### src/rtl/uart_pkg.sv
// Shared register map, bit positions and FSM state type for the IOBUS UART transmitter.
package uart_pkg;

  localparam logic [1:0] REG_TXDATA  = 2'd0;
  localparam logic [1:0] REG_STATUS  = 2'd1;
  localparam logic [1:0] REG_DIVISOR = 2'd2;
  localparam logic [1:0] REG_CTRL    = 2'd3;

  localparam int unsigned STAT_BUSY    = 0;
  localparam int unsigned STAT_FULL    = 1;
  localparam int unsigned STAT_EMPTY   = 2;
  localparam int unsigned STAT_OVF     = 3;
  localparam int unsigned STAT_CNT_LSB = 4;

  localparam int unsigned CTRL_IRQ_EN   = 0;
  localparam int unsigned CTRL_IRQ_PEND = 1;
  localparam int unsigned CTRL_OVF_CLR  = 2;

  typedef enum logic [1:0] {IDLE, START, DATA, STOP} uart_tx_state_t;

endpackage

### src/rtl/iobus_byte_fifo.sv
// Byte-wide show-ahead FIFO with synchronous clear; a pop frees a slot for a same-cycle push.
module iobus_byte_fifo #(
  parameter int unsigned DEPTH = 8
) (
  input  logic                     clk,
  input  logic                     clr,
  input  logic                     push,
  input  logic                     pop,
  input  logic [7:0]               din,
  output logic [7:0]               dout,
  output logic                     full,
  output logic                     empty,
  output logic [$clog2(DEPTH):0]   count
);

  localparam int unsigned AW = $clog2(DEPTH);

  logic [7:0]    mem [DEPTH];
  logic [AW-1:0] wr_ptr_q, rd_ptr_q;
  logic [AW:0]   count_q;
  logic          do_push, do_pop;

  assign full    = (count_q == (AW+1)'(DEPTH));
  assign empty   = (count_q == '0);
  assign count   = count_q;
  assign dout    = mem[rd_ptr_q];
  assign do_pop  = pop & ~empty;
  assign do_push = push & (~full | do_pop);

  always_ff @(posedge clk) begin
    if (do_push) mem[wr_ptr_q] <= din;
  end

  always_ff @(posedge clk) begin
    if (clr) begin
      wr_ptr_q <= '0;
      rd_ptr_q <= '0;
      count_q  <= '0;
    end else begin
      if (do_push) wr_ptr_q <= wr_ptr_q + 1'b1;
      if (do_pop)  rd_ptr_q <= rd_ptr_q + 1'b1;
      case ({do_push, do_pop})
        2'b10:   count_q <= count_q + 1'b1;
        2'b01:   count_q <= count_q - 1'b1;
        default: count_q <= count_q;
      endcase
    end
  end

endmodule

### src/rtl/iobus_uart_tx.sv
// Memory-mapped 8N1 UART transmitter on the OTTER IOBUS with TX FIFO and drain interrupt.
module iobus_uart_tx
  import uart_pkg::*;
#(
  parameter logic [31:0]  BASE_ADDR       = 32'h1100_0100,
  parameter logic [15:0]  DEFAULT_DIVISOR = 16'd868,
  parameter int unsigned  FIFO_DEPTH      = 8
) (
  input  logic        CLK,
  input  logic        RESET,
  input  logic [31:0] IOBUS_ADDR,
  input  logic [31:0] IOBUS_OUT,
  input  logic        IOBUS_WR,
  output logic [31:0] IOBUS_IN,
  output logic        TX,
  output logic        INTR
);

  localparam int unsigned CW = $clog2(FIFO_DEPTH) + 1;

  uart_tx_state_t state_q;
  logic [15:0]    baud_q, divisor_q, div_m1;
  logic [2:0]     bit_q;
  logic [7:0]     shift_q, fifo_dout;
  logic           tx_q, intr_q, irq_en_q, irq_pend_q, ovf_q;
  logic           hit, wr_hit, push_req, ctrl_wr, pop, stop_done, irq_set, ovf_set;
  logic           fifo_full, fifo_empty;
  logic [CW-1:0]  fifo_count;
  logic [31:0]    cnt_wide, status;
  logic [3:0]     cnt_sat;
  logic [1:0]     offset;
  logic           unused_bits;

  assign hit         = (IOBUS_ADDR[31:4] == BASE_ADDR[31:4]);
  assign offset      = IOBUS_ADDR[3:2];
  assign wr_hit      = IOBUS_WR & hit;
  assign push_req    = wr_hit & (offset == REG_TXDATA);
  assign ctrl_wr     = wr_hit & (offset == REG_CTRL);
  assign pop         = (state_q == IDLE) & ~fifo_empty;
  assign unused_bits = ^{IOBUS_ADDR[1:0], IOBUS_OUT[31:16]};

  // A programmed divisor of 0 behaves as 1 cycle per bit.
  assign div_m1    = (divisor_q == 16'd0) ? 16'd0 : divisor_q - 16'd1;
  assign stop_done = (state_q == STOP) && (baud_q == 16'd0);
  assign irq_set   = stop_done & fifo_empty & ~push_req;
  assign ovf_set   = push_req & fifo_full & ~pop;

  iobus_byte_fifo #(
    .DEPTH (FIFO_DEPTH)
  ) u_fifo (
    .clk   (CLK),
    .clr   (RESET),
    .push  (push_req),
    .pop   (pop),
    .din   (IOBUS_OUT[7:0]),
    .dout  (fifo_dout),
    .full  (fifo_full),
    .empty (fifo_empty),
    .count (fifo_count)
  );

  // TX is registered from the current state, so the line lags the FSM by one cycle.
  always_ff @(posedge CLK) begin
    if (RESET) begin
      state_q <= IDLE;
      baud_q  <= '0;
      bit_q   <= '0;
      shift_q <= '0;
      tx_q    <= 1'b1;
    end else begin
      unique case (state_q)
        IDLE: begin
          tx_q <= 1'b1;
          if (!fifo_empty) begin
            shift_q <= fifo_dout;
            baud_q  <= div_m1;
            state_q <= START;
          end
        end
        START: begin
          tx_q <= 1'b0;
          if (baud_q == 16'd0) begin
            baud_q  <= div_m1;
            bit_q   <= '0;
            state_q <= DATA;
          end else begin
            baud_q <= baud_q - 16'd1;
          end
        end
        DATA: begin
          tx_q <= shift_q[0];
          if (baud_q == 16'd0) begin
            baud_q  <= div_m1;
            shift_q <= {1'b0, shift_q[7:1]};
            if (bit_q == 3'd7) state_q <= STOP;
            else               bit_q   <= bit_q + 3'd1;
          end else begin
            baud_q <= baud_q - 16'd1;
          end
        end
        STOP: begin
          tx_q <= 1'b1;
          if (baud_q == 16'd0) state_q <= IDLE;
          else                 baud_q  <= baud_q - 16'd1;
        end
        default: state_q <= IDLE;
      endcase
    end
  end

  always_ff @(posedge CLK) begin
    if (RESET) begin
      divisor_q  <= DEFAULT_DIVISOR;
      irq_en_q   <= 1'b0;
      irq_pend_q <= 1'b0;
      ovf_q      <= 1'b0;
      intr_q     <= 1'b0;
    end else begin
      if (wr_hit && offset == REG_DIVISOR) divisor_q <= IOBUS_OUT[15:0];
      if (ctrl_wr) irq_en_q <= IOBUS_OUT[CTRL_IRQ_EN];
      // Set wins over a same-cycle write-1-to-clear.
      if (irq_set)                               irq_pend_q <= 1'b1;
      else if (ctrl_wr && IOBUS_OUT[CTRL_IRQ_PEND]) irq_pend_q <= 1'b0;
      if (ovf_set)                               ovf_q <= 1'b1;
      else if (ctrl_wr && IOBUS_OUT[CTRL_OVF_CLR])  ovf_q <= 1'b0;
      intr_q <= irq_en_q & irq_pend_q;
    end
  end

  assign cnt_wide = 32'(fifo_count);
  assign cnt_sat  = (cnt_wide > 32'd15) ? 4'hF : cnt_wide[3:0];

  always_comb begin
    status                       = '0;
    status[STAT_BUSY]            = (state_q != IDLE);
    status[STAT_FULL]            = fifo_full;
    status[STAT_EMPTY]           = fifo_empty;
    status[STAT_OVF]             = ovf_q;
    status[STAT_CNT_LSB +: 4]    = cnt_sat;
  end

  always_comb begin
    IOBUS_IN = '0;
    if (hit) begin
      unique case (offset)
        REG_TXDATA:  IOBUS_IN = '0;
        REG_STATUS:  IOBUS_IN = status;
        REG_DIVISOR: IOBUS_IN = {16'd0, divisor_q};
        REG_CTRL: begin
          IOBUS_IN[CTRL_IRQ_EN]   = irq_en_q;
          IOBUS_IN[CTRL_IRQ_PEND] = irq_pend_q;
        end
        default:     IOBUS_IN = '0;
      endcase
    end
  end

  assign TX   = tx_q;
  assign INTR = intr_q;

endmodule

### config.mk
export PLATFORM = sky130hd
export DESIGN_NAME = iobus_uart_tx
export DESIGN_NICKNAME = d
export VERILOG_FILES = /design/src/rtl/uart_pkg.sv /design/src/rtl/iobus_byte_fifo.sv /design/src/rtl/iobus_uart_tx.sv
export SDC_FILE = /design/constraint.sdc
export NUM_CORES = 1
export LEC_CHECK = 0
export CAP_MARGIN = 20
export CORE_AREA = 2 2 128 130
export CTS_BUF_LIST = sky130_fd_sc_hd__clkbuf_8
export CTS_CLUSTER_DIAMETER = 150
export DETAILED_ROUTE_END_ITERATION = 10
export DIE_AREA = 0 0 130 132
export SLEW_MARGIN = 20
export SYNTH_ARGS = -nofsm -noshare
export SYNTH_HDL_FRONTEND = slang
export SYNTH_SLANG_ARGS = --single-unit
export TNS_END_PERCENT = 5
### constraint.sdc
create_clock -name CLK -period 4.55 [get_ports CLK]
set_clock_uncertainty 0.1 [all_clocks]
set_input_delay 1.1375 -clock CLK [delete_from_list [all_inputs] [get_ports CLK]]
set_output_delay 1.1375 -clock CLK [all_outputs]
set_load 0.02 [all_outputs]
== Word-level counts from Yosys, hierarchy flattened ==
Memory sizes are Yosys's and may differ from the RTL's. A register that Yosys moved wholly into a read port is not among the register bits.
Cells that the tools add are included.
Operators by class
  bitwise logic cells: 16
  add/sub/neg operators: 7
  reductions and logical operators: 21
  equal/unequal tests: 18
  muxes and demuxes: 32
  magnitude comparators: 1
Operators with widths (count)
  two-way mux 16 bit: 5
  one-hot mux 16 bit (3 select lines): 1
  logical NOT 16 bit: 2
  subtractor 16 x 1 -> 16 bit, second input constant: 2
  equality test 28 x 25 -> 1 bit, second input constant: 1
  one-hot mux 14 bit (2 select lines): 1
  two-way mux 8 bit: 2
  one-hot mux 2 bit (4 select lines): 2
  one-hot mux 8 bit (2 select lines): 1
  two-way mux 3 bit: 5
  inequality test 2 bit, second input constant: 6
  nonzero test 2 bit: 6
  bitwise AND 1 bit: 11
  equality test 2 bit, second input constant: 5
  two-way mux 2 bit: 5
  adder 3 x 1 -> 3 bit, second input constant: 3
  one-hot mux 4 bit (2 select lines): 1
  equality test 2 x 1 -> 1 bit, second input constant: 3
  two-way mux 1 bit: 6
  one-hot mux 3 bit (2 select lines): 1
  AND reduction 5 bit: 1
  adder 4 x 1 -> 4 bit, second input constant: 1
  equality test 4 bit, second input constant: 1
  > comparator 4 bit, second input constant: 1
  other kinds (14): 22
Word-level totals
  register bits: 60
  memories: 1
  logic and storage cells: 109
  input bits: 67
  RAM bits: 64
Memories
  u_fifo.mem: words 8, bits a word 8, read ports 1, clocked after memory_dff 1, write ports 1, RTL line iobus_byte_fifo.sv:18  | logic [7:0] mem [DEPTH];

== Depth between registers and ports, before layout ==
  depth in word-level cells: 8
  mapped depth: 12

== Cells and area by module ==
A second synthesis with hierarchy kept.
Second synthesis, totals
  cells, all modules: 576
  area total of the unflattened synthesis: 6602.6 um^2
Modules (own cells, without submodules)
  iobus_uart_tx: area an instance 3399.5 um^2, times used 1, cells each 400
  iobus_byte_fifo: area an instance 3203.1 um^2, times used 1, cells each 176

== Least setup slack after synthesis ==
OpenSTA, ideal clock, no wires.
  path type: input to output
  start point: input IOBUS_ADDR[22]
  end point: output IOBUS_IN[2]
  arrival time: 2.450 ns
  cell stages on the path: 6
  slack: 0.862 ns
  data required time: 3.313 ns
  path through: nor4b_1 -> and4_1 -> and2_1 -> clkbuf_1 -> nand2_1 -> nor2_1
Between the ends
  word-level cells in the longest chain between the ends: 2
RTL lines
  start: declaration: RTL line iobus_uart_tx.sv:11  | input logic [31:0] IOBUS_ADDR,
  equality test 28 x 25 -> 1 bit: RTL line iobus_uart_tx.sv:34  | assign hit = (IOBUS_ADDR[31:4] == BASE_ADDR[31:4]);
  two-way mux 16 bit: RTL line iobus_uart_tx.sv:144  | if (hit) begin
  end: declaration: RTL line iobus_uart_tx.sv:14  | output logic [31:0] IOBUS_IN,
Every way passes these cells.

== Worst setup path in the final report ==
  start point: input IOBUS_ADDR[22]
  end point: output IOBUS_IN[1]
Same word-level chain as after synthesis.

==> flow_metrics.env <==
export IMPL_critical_path_startpoint_type="input port"
export IMPL_grt_first_pass_wirelength_mm=24.0
export IMPL_drtAntennaViolNets=0
export IMPL_final_common_cell="edfxtp_1"
export IMPL_clock_tree_root_driver_cell="clkbuf_8"
export IMPL_vias_per_cell=5.38
export IMPL_synth_cell_type_count=64
export IMPL_synth_seq_area_share_pct=50.1
export IMPL_place_detailed_hpwl_mm=10.5
export IMPL_clk_transition_reported_paths_ps=70
export IMPL_netlist_instances=561
export IMPL_nNetsFinal=720
export IMPL_die_area_um2=17200
export IMPL_final_period_minus_worst_setup_slack_ps=4400
export IMPL_netlist_area_um2=6350
export IMPL_ys_dominant_reg_cell="edfxtp_1"
export IMPL_clock_tree_htree_level_count=4
export IMPL_design_portCount=101
export IMPL_fmax_ghz=0.227
export IMPL_post_route_cells_drive_above_1_share_pct=12.2
export IMPL_port_buffers=66
export IMPL_vias=4628
export IMPL_classification_of_the_worst_setup_path="input port to output port"
export IMPL_cp_arrival_ps=3170
export IMPL_layout_common_cells="edfxtp_1 (64), dfxtp_1 (63), clkdlybuf4s50_1 (52)"
export IMPL_max_cap_violations=0
export IMPL_number_of_antenna_violations_at_the_first_check_in_global_routing=0
export IMPL_antenna_fix_cells=0
export IMPL_core_area_um2=15700
export IMPL_flip_flop_and_latch_count_after_synthesis=127
export IMPL_tritoncts_num_buffers=17
export IMPL_hold_buffers=0
export IMPL_path_max_fanout=5
export IMPL_worstSetupEndpointType="output port"
export IMPL_drtPass1Iterations=5
export IMPL_gpl_final_weighted_congestion=0.846
export IMPL_synth_avg_cell_area_um2=11.3
export IMPL_drc=0
export IMPL_routed_wirelength_normalized_by_instance_count_um=17.6
export IMPL_cts_sinks=127
export IMPL_report_final_hold_viol_count=0
export IMPL_transition_time_of_the_tightest_slew_check_pin_ps=796
export IMPL_detailed_route_wl_mm=15.1
export IMPL_grt_setup_unrepaired="no"
export IMPL_timing_setup_tns_ps=0
export IMPL_rows=46
export IMPL_timing_slew_headroom_pct=46.9
export IMPL_die_width_um=130
export IMPL_cts_buffer_depth=2
export IMPL_setup_violations_final=0
export IMPL_latest_clock_arrival_within_the_worst_skew_pair_ps=440
export IMPL_status="finished clean"
export IMPL_p_leak_uw=0.00289
export IMPL_power_density_nw_per_um2=446
export IMPL_ys_warnings_count=0
export IMPL_cts_tree="yes"
export IMPL_hold_class="register to register"
export IMPL_first_global_vias=4583
export IMPL_cp_data_required_time_ps=3310
export IMPL_vdd_ir_drop_worst_mv=0.255
export IMPL_groute_usage_overall_pct=18.1
export IMPL_timing_final_crit_share_pct=96.8
export IMPL_largest_net_degree_at_the_start_of_global_routing=33
export IMPL_synthArstFlopShare_pct=0
export IMPL_maxSlewViolCount=0
export IMPL_floorplan_initialDensity_pct=40.4
export IMPL_overall_power_uw=3390
export IMPL_grt_remaining_overflow=0
export IMPL_drt_iter0_drc=282
export IMPL_synth_edf_count=64
export IMPL_layout_area_overhead_vs_synth_pct=19.7
export IMPL_die_height_um=132
==> where the power goes <==
group | switching (µW) | internal, µW
registers | 81.1 | 1270
clock network | 459 | 444
logic | 664 | 472
total | 1200 | 2190
==> per-stage QoR <==
step	hold slack (ps)	instances	area [µm²]	utilization [%]	setup WS [ps]
6_report	388	861	7600	48.4	147
5_1_grt	414	861	7600	48.4	15.3
4_1_cts	389	861	7560	48.1	38.5
3_5_place_dp	367	829	7200	45.8	50.7
3_3_place_gp	360	829	7200	45.8	102
2_1_floorplan	342	576	6410	-	862
==> flip-flops by register name, summed over array words and instances, names as in the netlist, 2 cells and up, named ones only <==
register and cells:
state_q 2, u_fifo.wr_ptr_q 3, bit_q 3, shift_q 8, u_fifo.rd_ptr_q 3, divisor_q 16
u_fifo.mem 64, u_fifo.count 4, baud_q 16
==> layout make-up <==
| class | instances | area [µm²] |
|---|---|---|
| well taps | 216 | 270 |
| clock buffers | 18 | 248 |
| fillers | 1426 | 8110 |
| inverters | 14 | 52.6 |
| flip-flops and latches | 127 | 3180 |
| clock inverters | 14 | 116 |
| multi-input cells | 389 | 2910 |
| repair buffers | 83 | 823 |
==> metal layers <==
metal  vias up  share of wire [%]  global-route usage, %
li1       2224                  -                      -
met1      2234                 45                   23.9
met2       155                 49                   29.1
met3        15                5.3                   4.71
met4         0                1.1                   5.79
met5         -                  0                      0
==> path summary, 6_finish.rpt <==
path                                      from              end  slack [ps]  cells after the start
worst max-delay path            IOBUS_ADDR[22]      IOBUS_IN[1]         150                      6
worst max register to register      state_q[0]  u_fifo.count[2]        1700                     12
worst min-delay path                shift_q[2]       shift_q[2]         390                      1
worst min register to register      shift_q[2]       shift_q[2]         390                      1
==> worst max-delay path, stage by stage <==
cell and delay, ps:
clkdlybuf4s50_1 400, nor4b_1 310, and4_2 310, nand2_1 130
nor3_1 220, clkdlybuf4s50_1 640
==> cell families (layout without fill, tap and decap cells) <==
logic type,Yosys count,in the layout,share of synthesized area [%]
flip-flops,127,127,50.1
AO/OA/AOI/OAI,109,109,11.6
multiplexers,45,45,10.3
other,1,16,0.0590
XOR/XNOR,26,26,3.58
adder cells (fa/ha/maj),21,21,4.14
AND/OR/NAND/NOR,172,172,15.1
buffers and inverters,60,129,5.12
==> synth_stat cells (all sizes together) (2+ instances only) <==
master	instances	area, µm²
nand2b	5	31.3
and4	3	26.3
and2	6	37.5
o211ai	2	15.0
nand3	10	50.1
mux4	16	360
nor4b	5	50.0
xnor2	12	105
nand4	9	56.3
a31oi	3	18.8
a21oi	21	109
nand4b	3	26.3
o21ai	35	179
nor2b	3	18.8
clkbuf	15	57.6
o22ai	2	12.5
edfxtp	64	1920
ha	21	263
and3	15	93.8
o31ai	3	22.5
buf	31	215
mux2i	28	280
or3	3	18.8
or4	3	26.3
a2bb2oi	2	23.8
nor2	43	161
nand2	32	120
nor3b	3	22.5
a22o	9	78.8
inv	13	48.8
o211a	2	20.0
xor2	14	123
nor4	15	149
a32o	5	50.1
nor3	12	60.1
dfxtp	63	1260
a22oi	13	97.6
o32ai	2	17.5
o31a	2	17.5
==> timing repair <==
action	in CTS	in global routing
gates resized for setup	0	15
buffers inserted	0	0
setup endpoints to repair	0	16
Note: power is estimated with default switching activity, not from simulation.
